## src/rtl/pr_timer_pkg.sv

```systemverilog
// pr_timer_pkg: shared definitions for the pr_timer processor-bus interval timer.
//   - state_t           : timer FSM states (IDLE/LOAD/CNT/INT)
//   - *_OFS             : register word offsets within the 16-byte window
//   - EN_B/MODE_LSB/IM_B: CTRL register bit positions
//   - MODE_*            : CTRL.MODE encodings
//   - ctrl_word()       : packs CTRL fields into the 32-bit read value
package pr_timer_pkg;

    typedef enum logic [1:0] {
        IDLE = 2'd0,
        LOAD = 2'd1,
        CNT  = 2'd2,
        INT  = 2'd3
    } state_t;

    localparam logic [1:0] CTRL_OFS   = 2'd0;
    localparam logic [1:0] PRESET_OFS = 2'd1;
    localparam logic [1:0] COUNT_OFS  = 2'd2;

    localparam int unsigned EN_B     = 0;
    localparam int unsigned MODE_LSB = 1;
    localparam int unsigned IM_B     = 3;

    localparam logic [1:0] MODE_ONESHOT = 2'd0;
    localparam logic [1:0] MODE_RELOAD  = 2'd1;

    function automatic logic [31:0] ctrl_word(input logic en, input logic [1:0] mode,
                                              input logic im);
        return {28'd0, im, mode, en};
    endfunction

endpackage

```

## src/rtl/pr_timer.sv

```systemverilog
// pr_timer: memory-mapped interval timer on the CPU processor bus.
// Decodes a 16-byte window at BASE, serves combinational register reads,
// accepts single-cycle writes, counts down from PRESET and raises IRQ.
// Ports:
//   clk     in   system clock, rising edge
//   reset   in   asynchronous active-low reset
//   PrAddr  in   bus byte address ([1:0] ignored)
//   PrWE    in   write strobe
//   PrWD    in   write data
//   PrRD    out  read data (combinational, 0 when not hit)
//   hit     out  address falls inside this device's window
//   IRQ     out  interrupt request (IM & irq flag)
module pr_timer
    import pr_timer_pkg::*;
#(
    parameter logic [31:0] BASE = 32'h0000_7F00
) (
    input  logic        clk,
    input  logic        reset,
    input  logic [31:0] PrAddr,
    input  logic        PrWE,
    input  logic [31:0] PrWD,
    output logic [31:0] PrRD,
    output logic        hit,
    output logic        IRQ
);

    state_t      r_state;
    logic        r_en;
    logic [1:0]  r_mode;
    logic        r_im;
    logic [31:0] r_preset;
    logic [31:0] r_count;
    logic        r_irq_flag;

    logic        w_hit;
    logic [1:0]  w_ofs;
    logic        w_wr_ctrl;
    logic        w_wr_preset;
    logic        w_en_next;
    logic [31:0] w_rd;
    logic        w_unused_addr;

    assign w_hit         = (PrAddr[31:4] == BASE[31:4]);
    assign w_ofs         = PrAddr[3:2];
    assign w_wr_ctrl     = PrWE && w_hit && (w_ofs == CTRL_OFS);
    assign w_wr_preset   = PrWE && w_hit && (w_ofs == PRESET_OFS);
    assign w_unused_addr = ^PrAddr[1:0];

    // IDLE reacts to an enable written on this very edge, so the load
    // happens one edge after the CTRL write rather than two.
    assign w_en_next = w_wr_ctrl ? PrWD[EN_B] : r_en;

    always_ff @(posedge clk or negedge reset) begin
        if (!reset) begin
            r_state    <= IDLE;
            r_en       <= 1'b0;
            r_mode     <= MODE_ONESHOT;
            r_im       <= 1'b0;
            r_preset   <= '0;
            r_count    <= '0;
            r_irq_flag <= 1'b0;
        end else begin
            // Write-clear comes first so an FSM set on the same edge wins.
            if (w_wr_ctrl || w_wr_preset) begin
                r_irq_flag <= 1'b0;
            end

            case (r_state)
                IDLE: begin
                    if (w_en_next) begin
                        r_state <= LOAD;
                    end
                end
                LOAD: begin
                    r_count <= r_preset;
                    r_state <= CNT;
                end
                CNT: begin
                    // Uses the registered EN: a disabling write still lets
                    // this edge decrement, counting stops on the next one.
                    if (!r_en) begin
                        r_state <= IDLE;
                    end else if (r_count > 32'd1) begin
                        r_count <= r_count - 32'd1;
                    end else begin
                        r_count    <= '0;
                        r_irq_flag <= 1'b1;
                        r_state    <= INT;
                    end
                end
                INT: begin
                    if (r_mode == MODE_RELOAD) begin
                        r_irq_flag <= 1'b0;
                        r_count    <= r_preset;
                        r_state    <= CNT;
                    end else begin
                        r_en    <= 1'b0;
                        r_state <= IDLE;
                    end
                end
                default: begin
                    r_state <= IDLE;
                end
            endcase

            // Register writes come last so a written EN overrides the
            // one-shot auto-disable on the same edge.
            if (w_wr_ctrl) begin
                r_en   <= PrWD[EN_B];
                r_mode <= PrWD[MODE_LSB +: 2];
                r_im   <= PrWD[IM_B];
            end
            if (w_wr_preset) begin
                r_preset <= PrWD;
            end
        end
    end

    always_comb begin
        w_rd = '0;
        case (w_ofs)
            CTRL_OFS:   w_rd = ctrl_word(r_en, r_mode, r_im);
            PRESET_OFS: w_rd = r_preset;
            COUNT_OFS:  w_rd = r_count;
            default:    w_rd = '0;
        endcase
    end

    assign PrRD = w_hit ? w_rd : '0;
    assign hit  = w_hit;
    assign IRQ  = r_im & r_irq_flag;

endmodule

```

## config.mk

```make
export PLATFORM = sky130hd
export DESIGN_NAME = pr_timer
export DESIGN_NICKNAME = d
export VERILOG_FILES = /design/src/rtl/pr_timer_pkg.sv /design/src/rtl/pr_timer.sv
export SDC_FILE = /design/constraint.sdc
export NUM_CORES = 1
export LEC_CHECK = 0
export CAP_MARGIN = 40
export CORE_ASPECT_RATIO = 1.1
export CORE_UTILIZATION = 45
export CTS_BUF_LIST = sky130_fd_sc_hd__clkbuf_8
export DETAILED_ROUTE_END_ITERATION = 7
export GPL_ROUTABILITY_DRIVEN = 0
export PLACE_DENSITY = 0.79
export SYNTH_ARGS = -nofsm -noshare
export SYNTH_HDL_FRONTEND = slang
export SYNTH_SLANG_ARGS = --single-unit
```

## constraint.sdc

```tcl
create_clock -name clk -period 3.6 [get_ports clk]
set_input_delay 0.54 -clock clk [delete_from_list [all_inputs] [get_ports clk]]
set_output_delay 0.54 -clock clk [all_outputs]
set_load 0.01 [all_outputs]
```

Word-level counts from Yosys, hierarchy flattened
Cells that the tools add are included.

cells by class
  add/sub/neg operators = 1
  order comparisons = 1
  equality and inequality tests = 12
  muxes and demuxes = 20
  bitwise operators = 1
  reduce and logical (&&, ||, !) cells = 11

operators with widths
  cell                                                                    count
  32-bit one-hot mux with 3 select lines                                  2
  32-bit 2-to-1 mux                                                       4
  32-bit by 1-bit > comparator with 1-bit output (second input constant)  1
  32-bit by 1-bit subtractor with 32-bit output (second input constant)   1
  28-bit by 11-bit == test with 1-bit output (second input constant)      1
  1-bit 2-to-1 mux                                                        8
  2-bit 2-to-1 mux                                                        4
  2-bit inequality test (second input constant)                           4
  2-bit one-hot mux with 4 select lines                                   1
  2-bit by 1-bit == test with 1-bit output (second input constant)        3
  2-bit == test (second input constant)                                   3
  2-bit zero test                                                         2
  2-bit AND reduction                                                     2
  1-bit logical AND                                                       3
  3-bit inequality test (second input constant)                           1
  3-bit AND reduction                                                     1
  3-bit nonzero test                                                      1
  1-bit one-hot mux with 2 select lines                                   1
  2-bit nonzero test                                                      1
  1-bit AND                                                               1
  1-bit logical OR                                                        1

storage, ports and cells
  register bits after elaboration = 71
  input bits = 67
  output and inout bits = 34
  word-level logic and storage cells = 53

Longest topological paths before layout
Gate-level depths: netlist (run 1).

  word-level depth = 8
  depth in mapped cells = 9
  gate-level depth less buffers = 7

Least setup slack after synthesis (run 1)
OpenSTA, ideal clock, no wires.

  kind = flip-flop to flip-flop
  start = register r_count[22]
  end = register r_count[25]
  library setup time = 0.126 ns
  data arrival time = 2.361 ns
  data required time = 3.474 ns
  slack = 1.113 ns
  stages on the path, launching flop included = 8
  path buffers = 2
  period minus slack after synthesis = 2.487 ns
  path through = dfrtp_1 -> clkbuf_1 -> or4_4 -> or4_4 -> o31ai_4 -> buf_6 -> o21ai_1 -> a221o_1

on the way
  cells in the longest elaborated chain, start to end = 4
  elaborated cells between the ends (all ways) = 5
  classes of those cells = add/sub: 1; order compare: 1; mux: 3

RTL lines
  element                                                                                                          line                            source
  start, declared                                                                                                  pr_timer.sv:33                  logic [31:0] r_count;
  start signal, assigned                                                                                           pr_timer.sv:76                  r_count <= r_preset;
  start signal, assigned                                                                                           pr_timer.sv:85                  r_count <= r_count - 32'd1;
  start signal, assigned                                                                                           pr_timer.sv:95                  r_count <= r_preset;
  32-bit by 1-bit subtractor with 32-bit output or 32-bit by 1-bit > comparator with 1-bit output (tied branches)  pr_timer.sv:85, pr_timer.sv:84
  32-bit 2-to-1 mux *                                                                                              pr_timer.sv:84                  end else if (r_count > 32'd1) begin
  32-bit 2-to-1 mux *                                                                                              pr_timer.sv:82                  if (!r_en) begin
  32-bit one-hot mux with 3 select lines *                                                                         pr_timer.sv:69                  case (r_state)

Every way passes the cells marked *; elsewhere a longest branch is shown, timed or not. The select of a mux whose other input is x is not followed.
A chain may end at the register's enable or synchronous reset.

Worst setup path after layout (run 1)
  start = input port PrAddr[11]
  end = output port PrRD[18]

on the way
  cells in the longest elaborated chain, start to end = 2

RTL lines
  element                                     line             source
  start, declared                             pr_timer.sv:20   input logic [31:0] PrAddr,
  28-bit by 11-bit == test with 1-bit output  pr_timer.sv:44   assign w_hit = (PrAddr[31:4] == BASE[31:4]);
  32-bit 2-to-1 mux                           pr_timer.sv:130  assign PrRD = w_hit ? w_rd : '0;
  end, declared                               pr_timer.sv:23   output logic [31:0] PrRD,

Every way passes these cells.

==> results of run 1 <==
[placed cells by master, fill, tap and decap left out, types with 3 or more instances in the layout]
master / count
a22oi_1: 35
a221o_1: 10
clkbuf_8: 10
a32o_1: 5
buf_4: 13
or4_1: 7
nand4_1: 7
clkdlybuf4s50_1: 97
o2bb2ai_1: 3
ha_1: 6
inv_1: 20
nor3_1: 14
a31oi_1: 3
nand2b_1: 3
nand3_1: 9
o22ai_1: 3
nor4_1: 20
o21ai_0: 17
a21oi_1: 11
a22o_1: 9
mux2_2: 35
or2_2: 3
nand2_1: 11
mux2i_1: 4
nor4b_1: 3
o21ai_1: 6
or3_1: 14
nor2_1: 56
or4_4: 3
o211ai_1: 3
dfrtp_1: 71
[how the worst max path moves through the flow]
stage,endpoint,cells after the start,start
CTS,PrRD[18],6,PrAddr[11]
global placement,PrRD[30],6,PrAddr[17]
finish,PrRD[18],6,PrAddr[11]
floorplan,r_count[25],7,r_count[22]
global route,PrRD[18],6,PrAddr[11]
detailed placement,PrRD[0],6,PrAddr[11]
[critical path, stage by stage]
cell and delay, ns:
clkdlybuf4s50_1 0.50, nor4b_1 0.29, nand4_1 0.20, or2_2 0.61, nor2_1 0.22, clkdlybuf4s50_1 0.55
[cell families (layout without fill, tap and decap cells)]
| group | Yosys count | in the layout | share of synthesized area |
|---|---|---|---|
| multiplexers | 39 | 39 | 0.101 |
| buffers and inverters | 53 | 144 | 0.0493 |
| adder cells (fa/ha/maj) | 6 | 6 | 0.0175 |
| flip-flops | 71 | 71 | 0.415 |
| AND/OR/NAND/NOR | 162 | 162 | 0.201 |
| AO/OA/AOI/OAI | 123 | 123 | 0.216 |
[state kept, by name, summed over array words and instances (netlist names)]
name and cells:
r_state 2, r_preset 32, r_mode 2, r_count 32
r_en 1, r_irq_flag 1, r_im 1
[cell type report]
cell class / count / area, um^2
multi-input combinational: 330 / 2300
clock inverter: 5 / 20.0
inverter: 17 / 63.8
fill: 735 / 3510
timing repair buffer: 112 / 1100
tap: 114 / 143
clock buffer: 10 / 138
sequential: 71 / 1780
[routing by layer]
| metal | share of wire | vias to the layer above | GRT usage |
|---|---|---|---|
| met4 | 0.015 | 0 | 0.0779 |
| met1 | 0.41 | 1961 | 0.304 |
| li1 | - | 1903 | - |
| met3 | 0.079 | 19 | 0.0482 |
| met2 | 0.49 | 192 | 0.415 |
| met5 | 0 | - | 0 |
[report_power, final]
group | switching (uW) | internal (uW) | total, uW
clock | 288 | 254 | 543
sequential | 14.2 | 812 | 826
combinational | 485 | 288 | 773
total | 788 | 1350 | 2140
[through the flow]
| stage | utilization | area, um^2 | cells | hold WS [ns] | power, uW |
|---|---|---|---|---|---|
| after floorplan | - | 4290 | 454 | 0.244 | 1340 |
| after global placement | 0.592 | 5360 | 643 | 0.515 | 1560 |
| after detailed placement | 0.595 | 5390 | 644 | 0.520 | 1600 |
| after CTS | 0.612 | 5540 | 659 | 0.157 | 2130 |
| after global routing | 0.612 | 5540 | 659 | 0.166 | 2260 |
| final | 0.612 | 5540 | 659 | 0.150 | 2140 |
==> impl_metrics.ini, run 1 <==
[status]
outcome = finished, final reports clean

[synth]
yosysMostFrequentCell = dfrtp_1
ys.flop_type = dfrtp_1
synthTopCellsByArea = dfrtp_1, mux2_2, a22oi_1
ys_ff_latch = 71
synth_top_area_frac = 0.415
yosys_warnings = 0
synth.cell_area_um2 = 4290
synth_edf_count = 0
synth.distinct_cells = 56
synth_common_cells = dfrtp_1, nor2_1, a22oi_1, mux2_2, clkbuf_1
syn_inst = 454
seq_area_frac_synth = 0.415
yosys.area.top_type = dfrtp_1
synthArstFlopShare = 1.00
syn_avg_cell_area_um2 = 9.44
synth_fp_nets = 527

[sta]
fin_tns_setup_ns = 0
worst_pin_slew_ns = 0.696
drv_slew = 0
setup-violations-final = 0
fin_skew_ns = 0.00469
period_share = 0.961
rsz0062_at_grt = no
slew_headroom = 0.536
finalWorstSetupSlack_ns = 0.141
max_freq_mhz = 289
fin_crit_ns = 3.46
hold_viol_final = 0

[worst_hold_path]
min_path_type = input pin to async pin

[worst_setup_path]
cp.arrival_ns = 2.92
reg2reg_depth = 6
endpoint_kind = output port
rr_startpoint = r_count[16]
worst-endpoint-required_ns = 3.06
worstSetupPathType = input pin to output port
crit_fanout = 35
r2r_slack_ns = 0.67
start_kind = input pin
r2r-end = r_count[25]

[finish]
num_antenna_cells = 0
finalNetCount = 614
final_layout_size_suffix_gt1_frac = 0.130
synthToLayoutAreaGrowth_pct = 29.4

[clocking]
clock_latency_ns = 0.34
cts_tree = done
clockRootBuffer = clkbuf_8
cts.sink_count = 71
cts_hold_buf = 0
clkTransAtPathRegs_ns = 0.07
cts_inserted_buffers = 9
htree_levels = 3
postCtsSetupBuffers = 0
clk_path_buf_depth = 2
post_cts_resized = 0

[detailed_routing]
ant_nets = 0
drc_errors = 0
via_per_inst = 6.18
drt-total-wl_um = 11800
vias = 4075
drtIter0Drc = 246
wl_per_cell_um = 17.9
first_pass_iters = 5

[run]
cap_violations = 0

[floorplan]
core_um2 = 9050
die_y_um = 104
die_area_um2 = 9920
dieWidth_um = 95.0
ios = 101
start_util = 0.473
rows = 36

[placed_design]
post-place-ws_ns = 0.123
portBuffers = 98
hpwlAfterDp_um = 8100

[power_and_ir_drop]
p_leak_uw = 0.00234
power_per_cell_area_nw_per_um2 = 386
ir_worst_vdd_uv = 192

[global_route]
grt_max_degree = 55
antenna_found_initial = 0
grt_pass1_vias = 4061
gr-total-overflow = 0
grt_use_total = 0.243
grt_pass1_wl_um = 19100
No activity file was read; power rests on OpenSTA's default activity.
==> run 2, diff against run 1 <==
- SLEW_MARGIN: default -> 20
==> results of run 2 <==
No change in the layout: final DEF, timing and power equal those of run 1.
